==> src/rtl/rfic_gpo_pkg.sv <==
// Shared defaults for the RFIC GPO conditioner: line count, field widths and
// the counter-select width derived from the line count.
package rfic_gpo_pkg;

  localparam int DEF_N_LINES = 8;
  localparam int DEF_LEN_W   = 8;
  localparam int DEF_CNT_W   = 16;

  // Select width for an n-entry mux; at least one bit so a single-line
  // build still has a legal port.
  function automatic int sel_width(input int n);
    return (n > 1) ? $clog2(n) : 1;
  endfunction

  localparam int DEF_SEL_W = sel_width(DEF_N_LINES);

endpackage

==> src/rtl/rfic_gpo_conditioner_if.sv <==
// Bus between the GPO conditioner and its user.
// - The master drives the pins, the configuration and the clears.
// - The slave (the conditioner) returns the filtered lines, the flags and the
//   counter readback.
interface rfic_gpo_conditioner_if #(
  parameter int N_LINES = rfic_gpo_pkg::DEF_N_LINES,
  parameter int LEN_W   = rfic_gpo_pkg::DEF_LEN_W,
  parameter int CNT_W   = rfic_gpo_pkg::DEF_CNT_W
);

  localparam int SEL_W = rfic_gpo_pkg::sel_width(N_LINES);

  logic [N_LINES-1:0] gpo_in;
  logic [LEN_W-1:0]   cfg_len;
  logic [N_LINES-1:0] evt_clr;
  logic               cnt_clr;
  logic [SEL_W-1:0]   cnt_sel;
  logic [N_LINES-1:0] gpo_out;
  logic [N_LINES-1:0] rise_evt;
  logic [N_LINES-1:0] fall_evt;
  logic [CNT_W-1:0]   cnt_rd;

  modport master (
    output gpo_in, cfg_len, evt_clr, cnt_clr, cnt_sel,
    input  gpo_out, rise_evt, fall_evt, cnt_rd
  );

  modport slave (
    input  gpo_in, cfg_len, evt_clr, cnt_clr, cnt_sel,
    output gpo_out, rise_evt, fall_evt, cnt_rd
  );

endinterface

==> src/rtl/rfic_gpo_conditioner_debounce_line.sv <==
// One GPO line: 2-flop synchroniser followed by a stable-count debouncer.
// The filtered level changes only after the synchronised pin has disagreed
// with it for cfg_len+1 consecutive cycles. The rise/fall pulses are
// combinational and valid in the cycle before the filtered level changes, so
// a register fed by them updates on the same edge as the level.
module gpo_debounce_line #(
  parameter int LEN_W = rfic_gpo_pkg::DEF_LEN_W
) (
  input  logic             clk,
  input  logic             rst,
  input  logic             pin,
  input  logic [LEN_W-1:0] cfg_len,
  output logic             level,
  output logic             rise,
  output logic             fall
);

  logic             s1;
  logic             s2;
  logic             q;
  logic [LEN_W-1:0] c;
  logic             accept;

  // The disagreement has lasted long enough to be taken as a real edge.
  assign accept = (s2 != q) && (c >= cfg_len);
  assign rise   = accept && s2;
  assign fall   = accept && !s2;
  assign level  = q;

  // Bring the asynchronous pin into the clk domain; nothing sits between s1 and s2.
  always_ff @(posedge clk) begin
    // NOTE: sequential state uses non-blocking assignments so s2 takes the old s1, not the new one.
    if (rst) begin
      s1 <= 1'b0;
      s2 <= 1'b0;
    end else begin
      s1 <= pin;
      s2 <= s1;
    end
  end

  // Stable-count filter. c never exceeds cfg_len, so it cannot wrap.
  always_ff @(posedge clk) begin
    if (rst) begin
      q <= 1'b0;
      c <= '0;
    end else if (s2 == q) begin
      c <= '0;
    end else if (accept) begin
      q <= s2;
      c <= '0;
    end else begin
      c <= c + 1'b1;
    end
  end

endmodule

==> src/rtl/rfic_gpo_conditioner.sv <==
// Conditions the AD9361 GPO lines of both RFICs before they reach the line
// matrix. Bit 0 is RFIC 0 GPO0.
// - Each line is synchronised and debounced by gpo_debounce_line.
// - This level adds sticky edge flags, saturating rising-edge counters and a
//   registered counter readback.
module rfic_gpo_conditioner
  import rfic_gpo_pkg::*;
#(
  parameter int N_LINES = DEF_N_LINES,
  parameter int LEN_W   = DEF_LEN_W,
  parameter int CNT_W   = DEF_CNT_W
) (
  input logic                  clk,
  input logic                  rst,
  rfic_gpo_conditioner_if.slave bus
);

  logic [N_LINES-1:0] level;
  logic [N_LINES-1:0] rise_p;
  logic [N_LINES-1:0] fall_p;
  logic [N_LINES-1:0] rise_q;
  logic [N_LINES-1:0] fall_q;
  logic [CNT_W-1:0]   cnt [N_LINES];
  logic [CNT_W-1:0]   cnt_rd_q;

  for (genvar i = 0; i < N_LINES; i++) begin : g_line
    gpo_debounce_line #(.LEN_W(LEN_W)) u_line (
      .clk     (clk),
      .rst     (rst),
      .pin     (bus.gpo_in[i]),
      .cfg_len (bus.cfg_len),
      .level   (level[i]),
      .rise    (rise_p[i]),
      .fall    (fall_p[i])
    );
  end

  // Sticky flags. The OR of the pulse comes after the clear, so a set
  // arriving in the clear cycle wins.
  always_ff @(posedge clk) begin
    if (rst) begin
      rise_q <= '0;
      fall_q <= '0;
    end else begin
      rise_q <= (rise_q & ~bus.evt_clr) | rise_p;
      fall_q <= (fall_q & ~bus.evt_clr) | fall_p;
    end
  end

  // Rising-edge counters. They saturate at all-ones. A clear coincident with
  // a rise leaves a count of one.
  always_ff @(posedge clk) begin
    for (int i = 0; i < N_LINES; i++) begin
      // NOTE: the counter array is reset element by element because its contents are software-visible.
      if (rst) begin
        cnt[i] <= '0;
      end else if (bus.cnt_clr) begin
        cnt[i] <= rise_p[i] ? CNT_W'(1) : '0;
      end else if (rise_p[i] && !(&cnt[i])) begin
        cnt[i] <= cnt[i] + 1'b1;
      end
    end
  end

  // Registered readback of the selected counter; a select past the last line reads 0.
  always_ff @(posedge clk) begin
    if (rst) begin
      cnt_rd_q <= '0;
    end else if (int'(bus.cnt_sel) < N_LINES) begin
      cnt_rd_q <= cnt[bus.cnt_sel];
    end else begin
      cnt_rd_q <= '0;
    end
  end

  assign bus.gpo_out  = level;
  assign bus.rise_evt = rise_q;
  assign bus.fall_evt = fall_q;
  assign bus.cnt_rd   = cnt_rd_q;

endmodule

==> src/flat_wrapper.sv <==
// flat-port wrapper written by rule: the top's interface ports become plain ports
module rfic_gpo_conditioner_flat import rfic_gpo_pkg::*;
#(
  parameter int N_LINES = DEF_N_LINES,
  parameter int LEN_W   = DEF_LEN_W,
  parameter int CNT_W   = DEF_CNT_W
)
  (clk, rst, bus_gpo_in, bus_cfg_len, bus_evt_clr, bus_cnt_clr, bus_cnt_sel, bus_gpo_out, bus_rise_evt, bus_fall_evt, bus_cnt_rd);
  rfic_gpo_conditioner_if #(.N_LINES(N_LINES), .LEN_W(LEN_W), .CNT_W(CNT_W)) bus_i ();
  input logic clk;
  input logic rst;
  input wire logic [$bits(bus_i.gpo_in)-1:0] bus_gpo_in;
  input wire logic [$bits(bus_i.cfg_len)-1:0] bus_cfg_len;
  input wire logic [$bits(bus_i.evt_clr)-1:0] bus_evt_clr;
  input wire logic [$bits(bus_i.cnt_clr)-1:0] bus_cnt_clr;
  input wire logic [$bits(bus_i.cnt_sel)-1:0] bus_cnt_sel;
  output wire logic [$bits(bus_i.gpo_out)-1:0] bus_gpo_out;
  output wire logic [$bits(bus_i.rise_evt)-1:0] bus_rise_evt;
  output wire logic [$bits(bus_i.fall_evt)-1:0] bus_fall_evt;
  output wire logic [$bits(bus_i.cnt_rd)-1:0] bus_cnt_rd;
  assign bus_i.gpo_in = bus_gpo_in;
  assign bus_i.cfg_len = bus_cfg_len;
  assign bus_i.evt_clr = bus_evt_clr;
  assign bus_i.cnt_clr = bus_cnt_clr;
  assign bus_i.cnt_sel = bus_cnt_sel;
  assign bus_gpo_out = bus_i.gpo_out;
  assign bus_rise_evt = bus_i.rise_evt;
  assign bus_fall_evt = bus_i.fall_evt;
  assign bus_cnt_rd = bus_i.cnt_rd;
  rfic_gpo_conditioner #(.N_LINES(N_LINES), .LEN_W(LEN_W), .CNT_W(CNT_W)) u_core (.clk(clk), .rst(rst), .bus(bus_i));
endmodule
==> config.mk <==
export PLATFORM = sky130hd
export DESIGN_NAME = rfic_gpo_conditioner_flat
export DESIGN_NICKNAME = d
export VERILOG_FILES = /design/src/rtl/rfic_gpo_pkg.sv /design/src/rtl/rfic_gpo_conditioner_if.sv /design/src/rtl/rfic_gpo_conditioner_debounce_line.sv /design/src/rtl/rfic_gpo_conditioner.sv /design/src/flat_wrapper.sv
export SDC_FILE = /design/constraint.sdc
export NUM_CORES = 1
export LEC_CHECK = 0
export CAP_MARGIN = 10
export CORE_UTILIZATION = 55
export DETAILED_ROUTE_END_ITERATION = 10
export PLACE_DENSITY = 0.74
export SLEW_MARGIN = 40
export SYNTH_ARGS = -nofsm -noshare
export SYNTH_HDL_FRONTEND = slang
export SYNTH_SLANG_ARGS = --single-unit
==> constraint.sdc <==
create_clock -name clk -period 6 [get_ports clk]
set_input_delay 1.2 -clock clk [delete_from_list [all_inputs] [get_ports clk]]
set_output_delay 1.2 -clock clk [all_outputs]
set_load 0.1 [all_outputs]
==> reports/results.txt, run 1 <==
status - completed
HP Start - u_core.g_line[4].u_line.s1
Detailed Route Iter0 Violations - 794
Reg2Reg Setup Slack - 3380 ps
largest net degree at the start of global routing - 59
DRT met1 WL - 13670 µm
top fanout value on the critical path - 16
core area - 0.02361 mm²
via count - 9897
RR Startpoint - u_core.cnt[7][0]
RSZ-0062 raised after global routing - false
placer's final routability congestion estimate - 0.8876
die area - 0.02487 mm²
GRT Total Usage - 25.92%
Slew @ Worst Pin - 694.4 ps
routed wl met2 - 14400 µm
placed inst area - 0.01408 mm²
Max Cap Violations - 0
fraction of layout cells with a size suffix above 1 - 10.98%
Post-Synthesis Cell Area - 0.01333 mm²
Yosys cell types - 48
hold endpoint - u_core.g_line[4].u_line.s2
Via density - 5.781
final instance area - 0.01502 mm²
worst r2r dst - u_core.cnt[7][4]
syn nets - 1415
Post-synth top flop - edfxtp_1
Hold Vio Cnt, Final - 0
vias in the first global route - 9522
drt drc - 0
placed wire-length estimate - 22400 µm
Setup crit start kind - input port
initial core utilization - 56.46%
TNS Setup - 0 ps
# Post-CTS Setup Buffers - 0
register bit total from synthesis - 248
P_leak - 5.612 nW
clock skew - 16.21 ps
DR pass1 iterations - 6
grt total ovfl - 0
Pins Over Slew Limit - 0
Sink Count - 248
Max-Slew Margin vs Limit - 53.70%
Clock Pin Slew Worst Setup and Hold Paths - 60 ps
Port Buffers - 69
Root Buffer - clkbuf_16
Hold Path Stages - 1
row count - 56
Max Fclk - 0.2796 GHz
YS warnings - 0
CP Class - in2reg
routed length per instance - 18.30 µm
final worst-path cycle share - 59.60%
WL met3 - 2057 µm
cell count after synthesis - 1305
initial antenna violation count - 0
Post-synth EDFFs - 128
critical path arrival - 3790 ps
die height - 157.7 µm
Worst EP required - 6220 ps
Worst-Skew Late Latency - 540 ps
clock buffer depth - 3
dpl ws - 1901 ps
# hold bufs at CTS - 0
final setup fails - 0
Post-Syn Area per Cell - 10.22 µm²
Post-CTS Resized - 0
Layout area overhead - 12.69%
H-tree depth - 1
Die Wd - 157.7 µm
Final ANT Viol Nets - 0
Total Wirelength - 31330 µm
CP Capture Type - flip-flop
Worst Setup SP - bus_cfg_len[3]
register area share after synthesis - 46.85%
Peak VDD IR - 0.2222 mV
nets@finish - 1483
minimum clock period - 3576 ps
# fillers - 1939
antenna cells - 0
pwr dens - 260.2 mW/mm²
HP Class - reg2reg
first-pass GRT wire length - 50090 µm
Highest Signal Layer - met4
Async SR Flop Fraction - 0%
Final WS setup - 2424 ps
total CTS buffers - 27
Top Ports - 70
TritonCTS clock tree - done
Reg2Reg Depth - 6
-- cell families after synthesis --
kind of cell / Yosys count / share of synthesized area [%]
adders and majority gates: 80 / 7.508
and+or+nand+nor: 587 / 21.01
xor gates and xnor gates: 160 / 10.51
muxes: 56 / 7.235
buffers and inverters: 78 / 2.599
DFF: 248 / 46.85
AOI/OAI and AO/OA: 96 / 4.289
-- synth_stat cells, types with 20 or more instances --
cell | count | share of area, %
a21oi_1 | 39 | 1.5
and3_1 | 33 | 1.5
clkbuf_1 | 20 | 0.56
dfxtp_1 | 120 | 18
edfxtp_1 | 128 | 29
ha_1 | 80 | 7.5
inv_1 | 38 | 1.1
mux2i_1 | 24 | 1.8
mux4_2 | 31 | 5.2
nand2_1 | 74 | 2.1
nand2b_1 | 25 | 1.2
nand3_1 | 78 | 2.9
nand4_1 | 24 | 1.1
nor2_1 | 245 | 6.9
nor2b_1 | 31 | 1.5
nor3_1 | 26 | 0.98
o21ai_0 | 24 | 0.90
xnor2_1 | 73 | 4.8
xor2_1 | 87 | 5.7
-- registers in the layout (all words and copies together) (netlist names) --
register	flops
u_core.bus.rise_evt	8
u_core.bus.cnt_rd	16
u_core.g_line.u_line.s2	8
u_core.g_line.u_line.s1	8
u_core.bus.fall_evt	8
u_core.g_line.u_line.level	8
u_core.g_line.u_line.c	64
u_core.cnt	128
-- layout by cell type, fill, tap and decap left out, types with 5 or more instances in the layout --
cell	instances
and4_1	8
clkbuf_16	28
or3_1	7
or4_1	7
mux2i_1	24
a211oi_1	7
xor2_1	87
a21oi_1	39
a41oi_1	5
a31oi_1	5
clkbuf_1	5
dfxtp_1	120
xnor2_1	73
o22ai_1	5
clkbuf_8	7
o21ai_0	16
nand3_1	78
nor3_1	26
o21ai_1	8
buf_4	12
inv_1	38
ha_1	80
nand2_1	74
nor2_1	244
nor2b_1	31
or2_2	8
clkinv_2	6
and3_1	33
nand4_1	24
nor2_2	9
buf_2	42
clkdlybuf4s50_1	25
mux4_2	31
edfxtp_1	128
nand2b_1	25
-- per-layer routing --
layer  track usage, %  vias up
met5                0        -
met4            10.12        0
met3            4.134       85
met2            41.43      333
met1            35.26     4742
li1                 -     4737
-- stage by stage --
step / cells / total power, mW / util, % / hold WS, ps
floorplan: 1305 / 2.094 / - / 413.8
global placement: 1663 / 2.190 / 60.47 / 424.1
detailed placement: 1663 / 2.187 / 59.64 / 427.7
CTS: 1712 / 3.921 / 63.61 / 449.4
global route: 1712 / 4.023 / 63.63 / 463.3
finish: 1712 / 3.909 / 63.63 / 439.5
-- critical path: stages --
cell and delay (ps):
clkdlybuf4s50_1 450, inv_1 200, ha_1 360, nor2_1 40, or3_1 380, o221ai_1 480, nand2_1 230, o21ai_1 190
buf_4 260
-- worst max path at each step --
stage | to | slack, ps | cells past startpoint
after global routing | u_core.cnt[4][13] | 2210 | 8
after global placement | u_core.cnt[5][5] | 1880 | 9
after detailed placement | u_core.cnt[4][10] | 1900 | 9
final | u_core.cnt[4][0] | 2420 | 9
after floorplan | u_core.cnt[4][0] | 1890 | 7
after CTS | u_core.cnt[4][0] | 2440 | 9
-- power by group --
part	internal, mW	switching [mW]	total, mW	leakage [nW]
Sequential	1.83	0.0623	1.89	2.40
Clock	1.06	0.687	1.75	0.467
Combinational	0.101	0.165	0.266	2.75
-- cell type report --
type	count	area (µm²)	area share, %
multi-input combinational	979	6750	44.93
sequential	248	6246	41.57
clock buffer	40	815.8	5.430
timing repair buffer	79	550.5	3.664
tap	319	399.1	2.657
inverter	38	142.6	0.9494
clock inverter	9	120.1	0.7995
(Power assumes the default switching activity.)
==> inputs of run 2 (changes only) <==
- clock period: 6 -> 3.3 ns (I/O delays scaled with it)
==> reports/results.txt, run 2 (same netlist as run 1, synthesis figures left out) <==
HP Class - reg2reg
placed inst area - 0.01446 mm² (+2.7%)
clock skew - 14.63 ps (-1.580 ps)
P_leak - 5.730 nW (+2.1%)
Layout area overhead - 15.04%
Hold Path Stages - 1 (unchanged)
routed length per instance - 18.05 µm (-1.4%)
status - completed
CP Capture Type - flip-flop
Max-Slew Margin vs Limit - 47.11% (-6.6 points)
Slew @ Worst Pin - 793.4 ps (+98.92 ps)
H-tree depth - 1 (unchanged)
nets@finish - 1510 (+1.8%)
most common cell after layout, fill and taps aside - nor2_1
Pins Over Slew Limit - 0 (unchanged)
RSZ-0062 raised after global routing - false
initial antenna violation count - 0 (unchanged)
GRT Total Usage - 25.90% (about the same)
Top Ports - 70 (unchanged)
final instance area - 0.01534 mm² (+2.1%)
Total Wirelength - 31390 µm (+0.19%)
placed wire-length estimate - 22630 µm (+1.0%)
Die Wd - 157.7 µm (unchanged)
core area - 0.02361 mm² (unchanged)
final worst-path cycle share - 84.29%
vias in the first global route - 9610 (+0.92%)
highest-delay cell along the critical path - or4_1
placer's final routability congestion estimate - 0.8735 (-1.6%)
antenna cells - 0 (unchanged)
Post-CTS Resized - 0 (unchanged)
initial core utilization - 56.46% (unchanged)
die area - 0.02487 mm² (unchanged)
Clock Pin Slew Worst Setup and Hold Paths - 60 ps (about the same)
CP Cell Sequence - clkdlybuf4s50_1 -> inv_1 -> ha_1 -> nand2_1 -> o21ai_0 -> a41oi_1 -> or4_1 -> nor2_1
critical path arrival - 3170 ps (-620 ps)
minimum clock period - 2782 ps
die height - 157.7 µm (unchanged)
Max Cap Violations - 0 (unchanged)
row count - 56 (unchanged)
Peak VDD IR - 0.4132 mV (+86%)
CP Class - in2reg
Setup crit start kind - input port
max reg flops - 128 (unchanged)
clock buffer depth - 3 (unchanged)
Via density - 5.712 (-1.2%)
Storage cell area - 0.006246 mm² (unchanged)
Detailed Route Iter0 Violations - 854 (+7.6%)
multi-input logic area - 0.006740 mm² (-0.15%)
largest net degree at the start of global routing - 73 (+24%)
Worst EP required - 3690 ps (-2530 ps)
Worst path max stage delay - 790 ps (+310 ps)
drt drc - 0 (unchanged)
top fanout value on the critical path - 13 (-3)
fraction of layout cells with a size suffix above 1 - 12.04% (+1.1 points)
Worst-Skew Late Latency - 540 ps (about the same)
grt total ovfl - 0 (unchanged)
Final ANT Viol Nets - 0 (unchanged)
pwr dens - 454.7 mW/mm² (+75%)
Hold Vio Cnt, Final - 0 (unchanged)
Sink Count - 248 (unchanged)
# Post-CTS Setup Buffers - 0 (unchanged)
Port Buffers - 69 (unchanged)
TritonCTS clock tree - done
# hold bufs at CTS - 0 (unchanged)
largest register by flop count - u_core.cnt
Final Power - 6.975 mW (+78%)
Root Buffer - clkbuf_16
Max Fclk - 0.3595 GHz
commonest non-fill, non-tap cells in the layout - nor2_1, edfxtp_1, dfxtp_1
Reg2Reg Depth - 7 (+1)
# fillers - 1889 (-2.6%)
final setup fails - 0 (unchanged)
first-pass GRT wire length - 49910 µm (-0.36%)
DR pass1 iterations - 5 (-1)
via count - 9933 (+0.36%)
total CTS buffers - 27 (unchanged)
run 2: cell count changes in the layout (fill, tap and decap cells not counted), moves of 2 or more:
cell | before | now
buf_2 | 42 | 2
clkinv_2 | 6 | 3
buf_4 | 12 | 71
buf_12 | 0 | 6
clkdlybuf4s50_1 | 25 | 27
clkbuf_1 | 5 | 10
run 2: final cells by class:
type | instances | area share (%)
clock buffer | 43 | 5.188
clock inverter | 6 | 0.5302
inverter | 38 | 0.9299
multi-input combinational | 979 | 43.94
sequential | 248 | 40.72
tap | 319 | 2.602
timing repair buffer | 106 | 6.085
run 2: where the power goes:
part | total, mW | switching [mW] | internal, mW
Clock | 3.03 | 1.23 | 1.80
Sequential | 3.44 | 0.113 | 3.33
Combinational | 0.507 | 0.299 | 0.207
run 2: worst paths after layout:
kind | from | end | slack, ps
worst max-delay path | bus_cfg_len[2] | u_core.cnt[0][11] | 520
worst min-delay path | u_core.g_line[6].u_line.s1 | u_core.g_line[6].u_line.s2 | 430
worst max register to register | u_core.cnt[0][0] | u_core.cnt[0][11] | 850
worst min register to register | u_core.g_line[6].u_line.s1 | u_core.g_line[6].u_line.s2 | 430
run 2: metrics by stage:
step	std cells	worst slack [ps]	hold WS (ps)	TNS, ps	utilization [%]
2_1_floorplan	1305	25.07	413.8	0	-
3_3_place_gp	1690	-4.382	421.6	-15.78	61.24
3_5_place_dp	1690	-56.62	422.0	-505.3	61.24
4_1_cts	1739	492.7	436.3	0	64.96
5_1_grt	1739	280.2	460.3	0	64.96
6_report	1739	518.3	433.8	0	64.96
run 2: metal layers:
metal | GRT usage (%) | up-vias | wire [µm]
met4 | 9.339 | 0 | 1070
met1 | 34.86 | 4739 | 13640
met2 | 42.56 | 329 | 14690
met5 | 0 | - | 0
li1 | - | 4795 | -
met3 | 3.641 | 70 | 1992
run 2: worst max-delay path, delay by kind of cell:
kind            cells  cell delay [ps]
simple gates        3             1050
buf+inv             2              640
fa+ha+maj           1              370
compound gates      2              440
